File: config.mk
export PLATFORM = sky130hd
export DESIGN_NAME = pixel_serializer
export DESIGN_NICKNAME = d
export VERILOG_FILES = /design/src/rtl/mandel_pkg.sv /design/src/rtl/pixel_xy_counter.sv /design/src/rtl/pixel_serializer.sv
export SDC_FILE = /design/constraint.sdc
export NUM_CORES = 1
export LEC_CHECK = 0
export ABC_CLOCK_PERIOD_IN_PS = 21700
export CAP_MARGIN = 25
export CORE_MARGIN = 10
export CORE_UTILIZATION = 48
export CTS_BUF_LIST = sky130_fd_sc_hd__clkbuf_16
export CTS_CLUSTER_DIAMETER = 80
export DETAILED_ROUTE_END_ITERATION = 10
export GPL_TIMING_DRIVEN = 1
export PLACE_DENSITY_LB_ADDON = 0.1
export REMOVE_ABC_BUFFERS = 1
export SLEW_MARGIN = 20
export SYNTH_ARGS = -nofsm -noshare
export SYNTH_HDL_FRONTEND = slang
export SYNTH_SLANG_ARGS = --single-unit
File: constraint.sdc
create_clock -name clk -period 21.7 [get_ports clk]
set_input_delay 2.17 -clock clk [delete_from_list [all_inputs] [get_ports clk]]
set_output_delay 2.17 -clock clk [all_outputs]
set_load 0.005 [all_outputs]
File: src/rtl/mandel_pkg.sv
// ---------------------------------------------------------------------------
// mandel_pkg
// Shared constants and types for the frame-side stages of the Mandelbrot
// renderer: pixel size, engine count, default frame geometry, the RGB pixel
// type and the pixel serializer state encoding.
// ---------------------------------------------------------------------------
package mandel_pkg;

  localparam int RBG_SIZE     = 24;
  localparam int NUM_ENGINES  = 12;
  localparam int FRAME_WIDTH  = 640;
  localparam int FRAME_HEIGHT = 480;

  // Width of a lane index into one engine batch.
  localparam int IDX_W = $clog2(NUM_ENGINES);

  typedef logic [RBG_SIZE-1:0] rgb_t;

  typedef enum logic {
    IDLE,
    EMIT
  } ser_state_t;

endpackage

File: src/rtl/pixel_xy_counter.sv
// ---------------------------------------------------------------------------
// pixel_xy_counter
// Raster x/y position counter. Advances one pixel per 'advance' pulse,
// wrapping x at FRAME_WIDTH-1 (and bumping y), and y at FRAME_HEIGHT-1.
//
// Ports:
//   clk      in   clock, rising edge
//   rst_n    in   asynchronous active-low reset (position -> 0,0)
//   advance  in   step to the next raster position
//   x        out  current column
//   y        out  current row
//   sof      out  position is (0,0)
//   eol      out  position is the last column of a line
//   last     out  position is the last pixel of the frame
// ---------------------------------------------------------------------------
module pixel_xy_counter #(
  parameter int FRAME_WIDTH  = 640,
  parameter int FRAME_HEIGHT = 480,
  parameter int X_WIDTH      = 10,
  parameter int Y_WIDTH      = 9
) (
  input  logic               clk,
  input  logic               rst_n,
  input  logic               advance,
  output logic [X_WIDTH-1:0] x,
  output logic [Y_WIDTH-1:0] y,
  output logic               sof,
  output logic               eol,
  output logic               last
);

  localparam logic [X_WIDTH-1:0] X_LAST = X_WIDTH'(FRAME_WIDTH - 1);
  localparam logic [Y_WIDTH-1:0] Y_LAST = Y_WIDTH'(FRAME_HEIGHT - 1);

  always_ff @(posedge clk or negedge rst_n) begin
    if (!rst_n) begin
      x <= '0;
      y <= '0;
    end else if (advance) begin
      if (eol) begin
        x <= '0;
        y <= (y == Y_LAST) ? '0 : y + 1'b1;
      end else begin
        x <= x + 1'b1;
      end
    end
  end

  assign sof  = (x == '0) && (y == '0);
  assign eol  = (x == X_LAST);
  assign last = eol && (y == Y_LAST);

endmodule

File: src/rtl/pixel_serializer.sv
// ---------------------------------------------------------------------------
// pixel_serializer
// Takes one batch of NUM_ENGINES RGB pixels per input handshake and plays it
// out one pixel per cycle on a ready/valid video stream with raster
// coordinates, start-of-frame / end-of-line markers and a frame_done pulse.
// The next batch can be loaded on the handshake of the current batch's last
// lane, so back-to-back batches stream without a bubble.
//
// Ports:
//   clk          in   clock, rising edge
//   rst_n        in   asynchronous active-low reset
//   in_rgb       in   batch of NUM_ENGINES pixels, lane 0 = leftmost
//   in_valid     in   batch valid
//   in_ready     out  batch accepted when in_valid && in_ready
//                     (combinational from out_ready)
//   out_data     out  current pixel
//   out_valid    out  pixel valid
//   out_ready    in   sink accepts when out_valid && out_ready
//   out_sof      out  pixel is (0,0)
//   out_eol      out  pixel is the last column of its line
//   out_x/out_y  out  raster position of out_data
//   frame_done   out  one-cycle pulse after the last pixel of a frame
//   stall_cycles out  (only with PIXEL_SERIALIZER_PERF_EN defined) saturating
//                     count of stalled output cycles, cleared per frame
//
// Optional feature macro: PIXEL_SERIALIZER_PERF_EN
// ---------------------------------------------------------------------------
module pixel_serializer #(
  parameter int FRAME_WIDTH  = mandel_pkg::FRAME_WIDTH,
  parameter int FRAME_HEIGHT = mandel_pkg::FRAME_HEIGHT,
  parameter int X_WIDTH      = 10,
  parameter int Y_WIDTH      = 9
) (
  input  logic               clk,
  input  logic               rst_n,
  input  mandel_pkg::rgb_t   in_rgb [mandel_pkg::NUM_ENGINES],
  input  logic               in_valid,
  output logic               in_ready,
  output mandel_pkg::rgb_t   out_data,
  output logic               out_valid,
  input  logic               out_ready,
  output logic               out_sof,
  output logic               out_eol,
  output logic [X_WIDTH-1:0] out_x,
  output logic [Y_WIDTH-1:0] out_y,
  output logic               frame_done
`ifdef PIXEL_SERIALIZER_PERF_EN
  ,
  output logic [31:0]        stall_cycles
`endif
);

  import mandel_pkg::*;

  localparam logic [IDX_W-1:0] LAST_IDX = IDX_W'(NUM_ENGINES - 1);

  ser_state_t       state, state_nxt;
  logic [IDX_W-1:0] idx, idx_nxt;
  rgb_t             batch [NUM_ENGINES];

  logic last_lane;
  logic hs_in;
  logic hs_out;
  logic pix_sof;
  logic pix_eol;
  logic pix_last;

  assign last_lane = (idx == LAST_IDX);
  assign out_valid = (state == EMIT);
  assign hs_out    = out_valid && out_ready;

  // A new batch fits when the buffer is empty, or when the final lane is
  // leaving this very cycle. Gated by rst_n so nothing is accepted in reset.
  assign in_ready = rst_n && ((state == IDLE) || (last_lane && out_ready));
  assign hs_in    = in_valid && in_ready;

  // --- Control state register ---
  always_ff @(posedge clk or negedge rst_n) begin
    if (!rst_n) begin
      state <= IDLE;
      idx   <= '0;
    end else begin
      state <= state_nxt;
      idx   <= idx_nxt;
    end
  end

  always_comb begin
    state_nxt = state;
    idx_nxt   = idx;
    case (state)
      IDLE: begin
        if (hs_in) begin
          state_nxt = EMIT;
          idx_nxt   = '0;
        end
      end
      EMIT: begin
        if (hs_out) begin
          if (!last_lane) begin
            idx_nxt = idx + 1'b1;
          end else if (hs_in) begin
            idx_nxt = '0;
          end else begin
            state_nxt = IDLE;
          end
        end
      end
      default: begin
        state_nxt = IDLE;
        idx_nxt   = '0;
      end
    endcase
  end

  // --- Batch buffer (data only, no reset needed) ---
  always_ff @(posedge clk) begin
    if (hs_in) begin
      batch <= in_rgb;
    end
  end

  // Pixel data and markers read as zero whenever nothing is being offered,
  // which also yields the zero values seen during and after reset.
  assign out_data = out_valid ? batch[idx] : '0;
  assign out_sof  = out_valid && pix_sof;
  assign out_eol  = out_valid && pix_eol;

  pixel_xy_counter #(
    .FRAME_WIDTH  (FRAME_WIDTH),
    .FRAME_HEIGHT (FRAME_HEIGHT),
    .X_WIDTH      (X_WIDTH),
    .Y_WIDTH      (Y_WIDTH)
  ) u_xy (
    .clk     (clk),
    .rst_n   (rst_n),
    .advance (hs_out),
    .x       (out_x),
    .y       (out_y),
    .sof     (pix_sof),
    .eol     (pix_eol),
    .last    (pix_last)
  );

  // --- Frame completion pulse ---
  always_ff @(posedge clk or negedge rst_n) begin
    if (!rst_n) begin
      frame_done <= 1'b0;
    end else begin
      frame_done <= hs_out && pix_last;
    end
  end

`ifdef PIXEL_SERIALIZER_PERF_EN
  // --- Stall counter, restarted for every frame ---
  always_ff @(posedge clk or negedge rst_n) begin
    if (!rst_n) begin
      stall_cycles <= '0;
    end else if (frame_done) begin
      stall_cycles <= '0;
    end else if (out_valid && !out_ready && (stall_cycles != '1)) begin
      stall_cycles <= stall_cycles + 1'b1;
    end
  end
`endif

endmodule

* Word-level counts from Yosys, hierarchy flattened
Cells that the tools add are included.
Cells by class: add/sub/neg operators 3, order comparisons 1, equality and inequality tests 4, mux-type cells 14, bitwise operators 2, reduce and logical (&&, ||, !) cells 13
Operators by type and width (number):
- binary-select mux 24 bit (select 4 bit) | 1
- two-way mux 24 bit | 3
- two-way mux 4 bit | 3
- adder 10 x 1 -> 10 bit, second input constant | 1
- == test 10 bit, second input constant | 1
- zero test 10 bit | 1
- two-way mux 10 bit | 1
- adder 9 x 1 -> 9 bit, second input constant | 1
- == test 9 bit, second input constant | 1
- logical AND 1 bit | 9
- zero test 9 bit | 1
- two-way mux 9 bit | 1
- one-hot mux 4 bit (2 select lines) | 1
- >= comparator 5 bit, second input constant | 1
- inverter 4 -> 5 bit | 1
- adder 4 x 1 -> 4 bit, second input constant | 1
- == test 4 bit, second input constant | 1
- two-way mux 1 bit | 3
- != test 2 x 1 -> 1 bit, second input constant | 1
- one-hot mux 1 bit (2 select lines) | 1
- AND reduction 2 bit | 1
- logical OR 1 bit | 1
- inverter 1 bit | 1
Storage, ports and cells: register bits 313, input port bits 292, output and inout port bits 48, word-level logic and storage cells 54

* Depth between registers and ports, before layout
depth after elaboration 9, depth in mapped cells 7, depth with buffers taken out 6

* Modules after synthesis
From an unflattened synthesis, not the netlist that was laid out.
Unflattened totals: cell total of the unflattened synthesis 664, area, all modules 12535.8 um^2
Modules (own cells, without submodules):
- pixel_serializer | instances 1, cells each 557, area an instance 11507.3 um^2, seq. area each 8798.4 um^2
- pixel_xy_counter | instances 1, cells each 107, area an instance 1028.5 um^2, seq. area each 475.5 um^2

* Worst setup path before layout
No wires, ideal clock.
path type input port to flip-flop, from input port out_ready, to register batch[0] (netlist name), enable pin, library setup time 1.033 ns, arrival time 16.392 ns, required time 20.667 ns, slack 4.274 ns, stages 3, buffers on the path 1, path through clkbuf_1 > nand2_1 > a21oi_1
On the way: word-level cells in the longest chain between the ends 4
RTL lines:
- from (decl) | line pixel_serializer.sv:41 | input logic out_ready,
- logical AND 1 bit | line pixel_serializer.sv:74 | assign in_ready = rst_n && ((state == IDLE) || (last_lane && out_ready));
- logical OR 1 bit | line pixel_serializer.sv:74
- logical AND 1 bit | line pixel_serializer.sv:74
- logical AND 1 bit | line pixel_serializer.sv:75 | assign hs_in = in_valid && in_ready;
- named net hs_in | line pixel_serializer.sv:62 | logic hs_in;
- to (signal assigned) | line pixel_serializer.sv:119 | batch <= in_rgb;
- to (decl) | line pixel_serializer.sv:59 | rgb_t batch [NUM_ENGINES];
The timed path passes the listed nets, and every way through them passes these cells. A chain may end at the register's enable or synchronous reset.

* Worst setup path in the final report
from input port out_ready, to output port in_ready
On the way: word-level cells in the longest chain between the ends 3
RTL lines:
- logical AND 1 bit | line pixel_serializer.sv:74
- logical OR 1 bit | line pixel_serializer.sv:74
- logical AND 1 bit | line pixel_serializer.sv:74
- to (decl) | line pixel_serializer.sv:38 | output logic in_ready,
Every way passes these cells.

==> impl_results.md <==
* Comb pwr share at between 20% and 30%
* Initial Utilization at 48.94%
* Max cap viols at 0
* R2R depth at 7
* Final Hold Fails at 0
* Layout Utilization at 68.37%
* Vias per cell at between 5 and 6
* Initial antenna violation count at 13
* Max-slew violations at 0
* M1 wire length at between 10000 and 15000 um
* Post-CTS setup repair buffer count at 0
* Share of layout cells above drive strength 1 at between 10% and 20%
* Clock Latency Late Sink at between 0.5 and 0.6 ns
* Net Switching at approximately 480 uW
* Sequential share of power at a little over 40%
* Data arrival, critical path at approximately 3.9 ns
* Setup violations, final at 0
* Remaining global-route overflow at 0
* R2R Path Start: idx[0]
* Seq/Total Area, Yosys at between 70% and 80%
* Synthesized instance count at between 600 and 700
* Power Total at 1.821 mW
* Lkg Pwr at 5.823 nW
* TritonRoute pass-1 iters at 5
* Pin count of the biggest net entering global routing at 78
* Xor/xnor share of the synthesized area at less than 1%
* DR WL/cell at around 23 um
* Clock root buffer: clkbuf_16
* DRT antenna net count at 0
* Req. time, crit path at around 20 ns
* Synth Flop Type: edfxtp_1
* Ys Warns at 0
* Vias in the first global route at 8057
* Std cell rows at just under 60
* R2R Setup Slk at 16.89 ns
* Asr flop ratio synth at under 10%
* Routability cong. at between 0.8 and 0.9
* Cell Int Power at about 1.3 mW
* Final HPWL DP at approximately 22000 um
* CTS tree: done
* Met2 wire length at 16720 um
* Cell variety after synth at 44
* Max_slew headroom at about 35%
* Max FO, Critical Path at 11
* Max VDD drop at between 0.00007 and 0.00008 V
* CP startpoint kind: input pin
* Hold Crit Class: flip-flop to flip-flop
* Global-route wire length before repair at between 40000 and 50000 um
* Area grow syn2layout at 39.70%
* Final instance area at roughly 0.017 mm^2
* Clock Tree Buf Depth at 3
* Status: complete, no violations
* Largest family of logic cells by synthesized area: multiplexers
* Yosys reg bits at about 310
* Adder-Cell Fraction of Synth Area at 0.5047%
* Reg2reg end: batch[92]
* # nets final at ~1300
* CP endpoint: in_ready
* Die H at approximately 180 um
* Setup CP Type: input pin to primary output
* # hold bufs at CTS at 0
* Fmax at around 170 MHz
* Met3 routed WL at ~2700 um
* Post-synthesis compound-gate area fraction at under 10%
* Clk_skew at around 0.017 ns
* Top Ports at 340
* EDFF count, synth at 288
* CP startpoint: out_ready
* Tmin final at 6.052 ns
* DIE WIDTH at approximately 180 um
* Clock Power Share at a little under a third
* Mapped Area at between 0.01 and 0.015 mm^2
* Avg Inst Size Synth at roughly 19 um^2
* Vias after detailed routing at roughly 7300
* Pwr/cell area at roughly 110 mW/mm^2
* Simple-gate share of the synthesized area at 5.058%
* PortBufs at 339
* Period utilization at roughly 28%
* Worst-path clk slew at ~0.060 ns
* RSZ-0062 raised after global routing: no
* DRT Wirelength at 31480 um
* Slew @ Worst Pin at roughly 0.98 ns
* Post-DP Area at 0.01616 mm^2
* Highest routed layer: met5
* Total CTS buffers at 34
* DR iter-0 viols at about 510
* Drt drc at 0
* Overall routing resource usage at between 10% and 20%
* Mux cell area share after synthesis at 13.31%
* CTS Sinks at roughly 310
* Sw frac at 26.53%
* Core region area at between 0.02 and 0.03 mm^2
* H-tree depth at 2
* Die ar. at between 0.03 and 0.04 mm^2
* Worst setup EP type: primary output
* Post-CTS Resized at 0
* Sum Neg Setup Slack at 0 ns
registers in the layout, indices dropped and copies added (netlist names):
register and cells:
batch 288, u_xy.x 10, u_xy.y 9, idx 4, frame_done 1, out_valid 1
cell families after synthesis:
kind of cell,count (synthesis)
mux,99
xor+xnor,10
fa+ha+maj,5
compound gates,73
flops,313
buf+inv,44
simple gates,124
cell usage in the layout (no fill, tap or decap), types with 3 or more instances in the layout:
cell,synthesis,layout
dfrtp_1,25,23
o21ai_0,8,8
mux2_2,46,46
nor2_1,8,8
nand2_1,46,46
mux4_2,48,48
o31ai_1,24,24
mux2i_1,5,5
clkinv_1,0,3
nand4_1,5,5
buf_4,4,11
ha_1,5,5
edfxtp_1,288,288
nor4_1,6,6
nor3_1,8,7
clkdlybuf4s50_1,0,339
inv_1,9,15
nand3_1,11,11
bufinv_16,0,4
xnor2_1,8,8
o21ai_1,4,4
o22ai_1,26,26
clkinv_2,0,7
nor2b_1,25,25
diode_2,0,9
clkbuf_16,0,37
cell type report:
class / count / area (um^2)
inverters: 9 / 33.78
well taps: 330 / 412.9
flip-flops and latches: 313 / 9279
clock inverters: 23 / 209.0
repair buffers: 351 / 3503
diodes: 9 / 22.52
clock buffers: 37 / 925.9
multi-input cells: 311 / 2929
fillers: 1742 / 8011
critical path: stages:
cell and delay (ns):
clkdlybuf4s50_1 0.74, nand2_1 0.19, nand2_1 0.14, and2_1 0.13, clkdlybuf4s50_1 0.50
cell usage after synthesis, drive strengths merged (3+ instances only):
cell / number / area [um^2]
inv: 9 / 33.78
a21oi: 3 / 15.01
nand2: 46 / 172.7
nand4: 5 / 31.28
edfxtp: 288 / 8648
nor4: 6 / 37.54
and3: 3 / 20.02
nor3: 8 / 40.04
mux2i: 5 / 50.05
nor2b: 25 / 156.4
ha: 5 / 62.56
nand3: 11 / 55.05
o22ai: 26 / 162.7
buf: 19 / 116.4
o21ai: 12 / 60.06
dfrtp: 25 / 625.6
o31ai: 24 / 180.2
mux2: 46 / 518.0
xnor2: 8 / 70.07
nor2: 8 / 30.03
clkbuf: 16 / 60.06
and2: 3 / 18.77
mux4: 48 / 1081
how the worst min path moves through the flow:
stage | startpoint | endpoint | cells after the start
floorplan | u_xy.x[8] | u_xy.x[8] | 1
global placement | u_xy.x[9] | u_xy.x[9] | 1
detailed placement | u_xy.x[9] | u_xy.x[9] | 1
CTS | u_xy.x[9] | u_xy.x[9] | 1
global route | u_xy.x[9] | u_xy.x[9] | 1
finish | u_xy.x[8] | u_xy.x[8] | 1
per-stage QoR:
stage,cells,setup slack [ns],hold WS [ns]
6_report,1383,15.65,0.5317
5_1_grt,1382,15.35,0.5393
4_1_cts,1374,15.58,0.5299
3_5_place_dp,1314,15.68,0.5215
3_3_place_gp,1313,15.70,0.5068
2_1_floorplan,633,2.981,0.4925
routing by layer:
metal  track usage (%)  vias to the layer above
met4             6.266                        8
met2             32.98                      266
li1                  -                     3396
met3             6.793                       47
met5                 0                        -
met1             21.06                     3629
power groups by stage:
stage | Sequential (mW) | Combinational [mW] | Clock, mW
2_1_floorplan | 0.778 | 0.261 | 0
3_3_place_gp | 0.756 | 0.509 | 0
5_1_grt | 0.749 | 0.544 | 0.618
4_1_cts | 0.744 | 0.513 | 0.592
3_5_place_dp | 0.757 | 0.511 | 0
6_report | 0.741 | 0.501 | 0.580
Note: power is estimated with default switching activity, not from simulation.
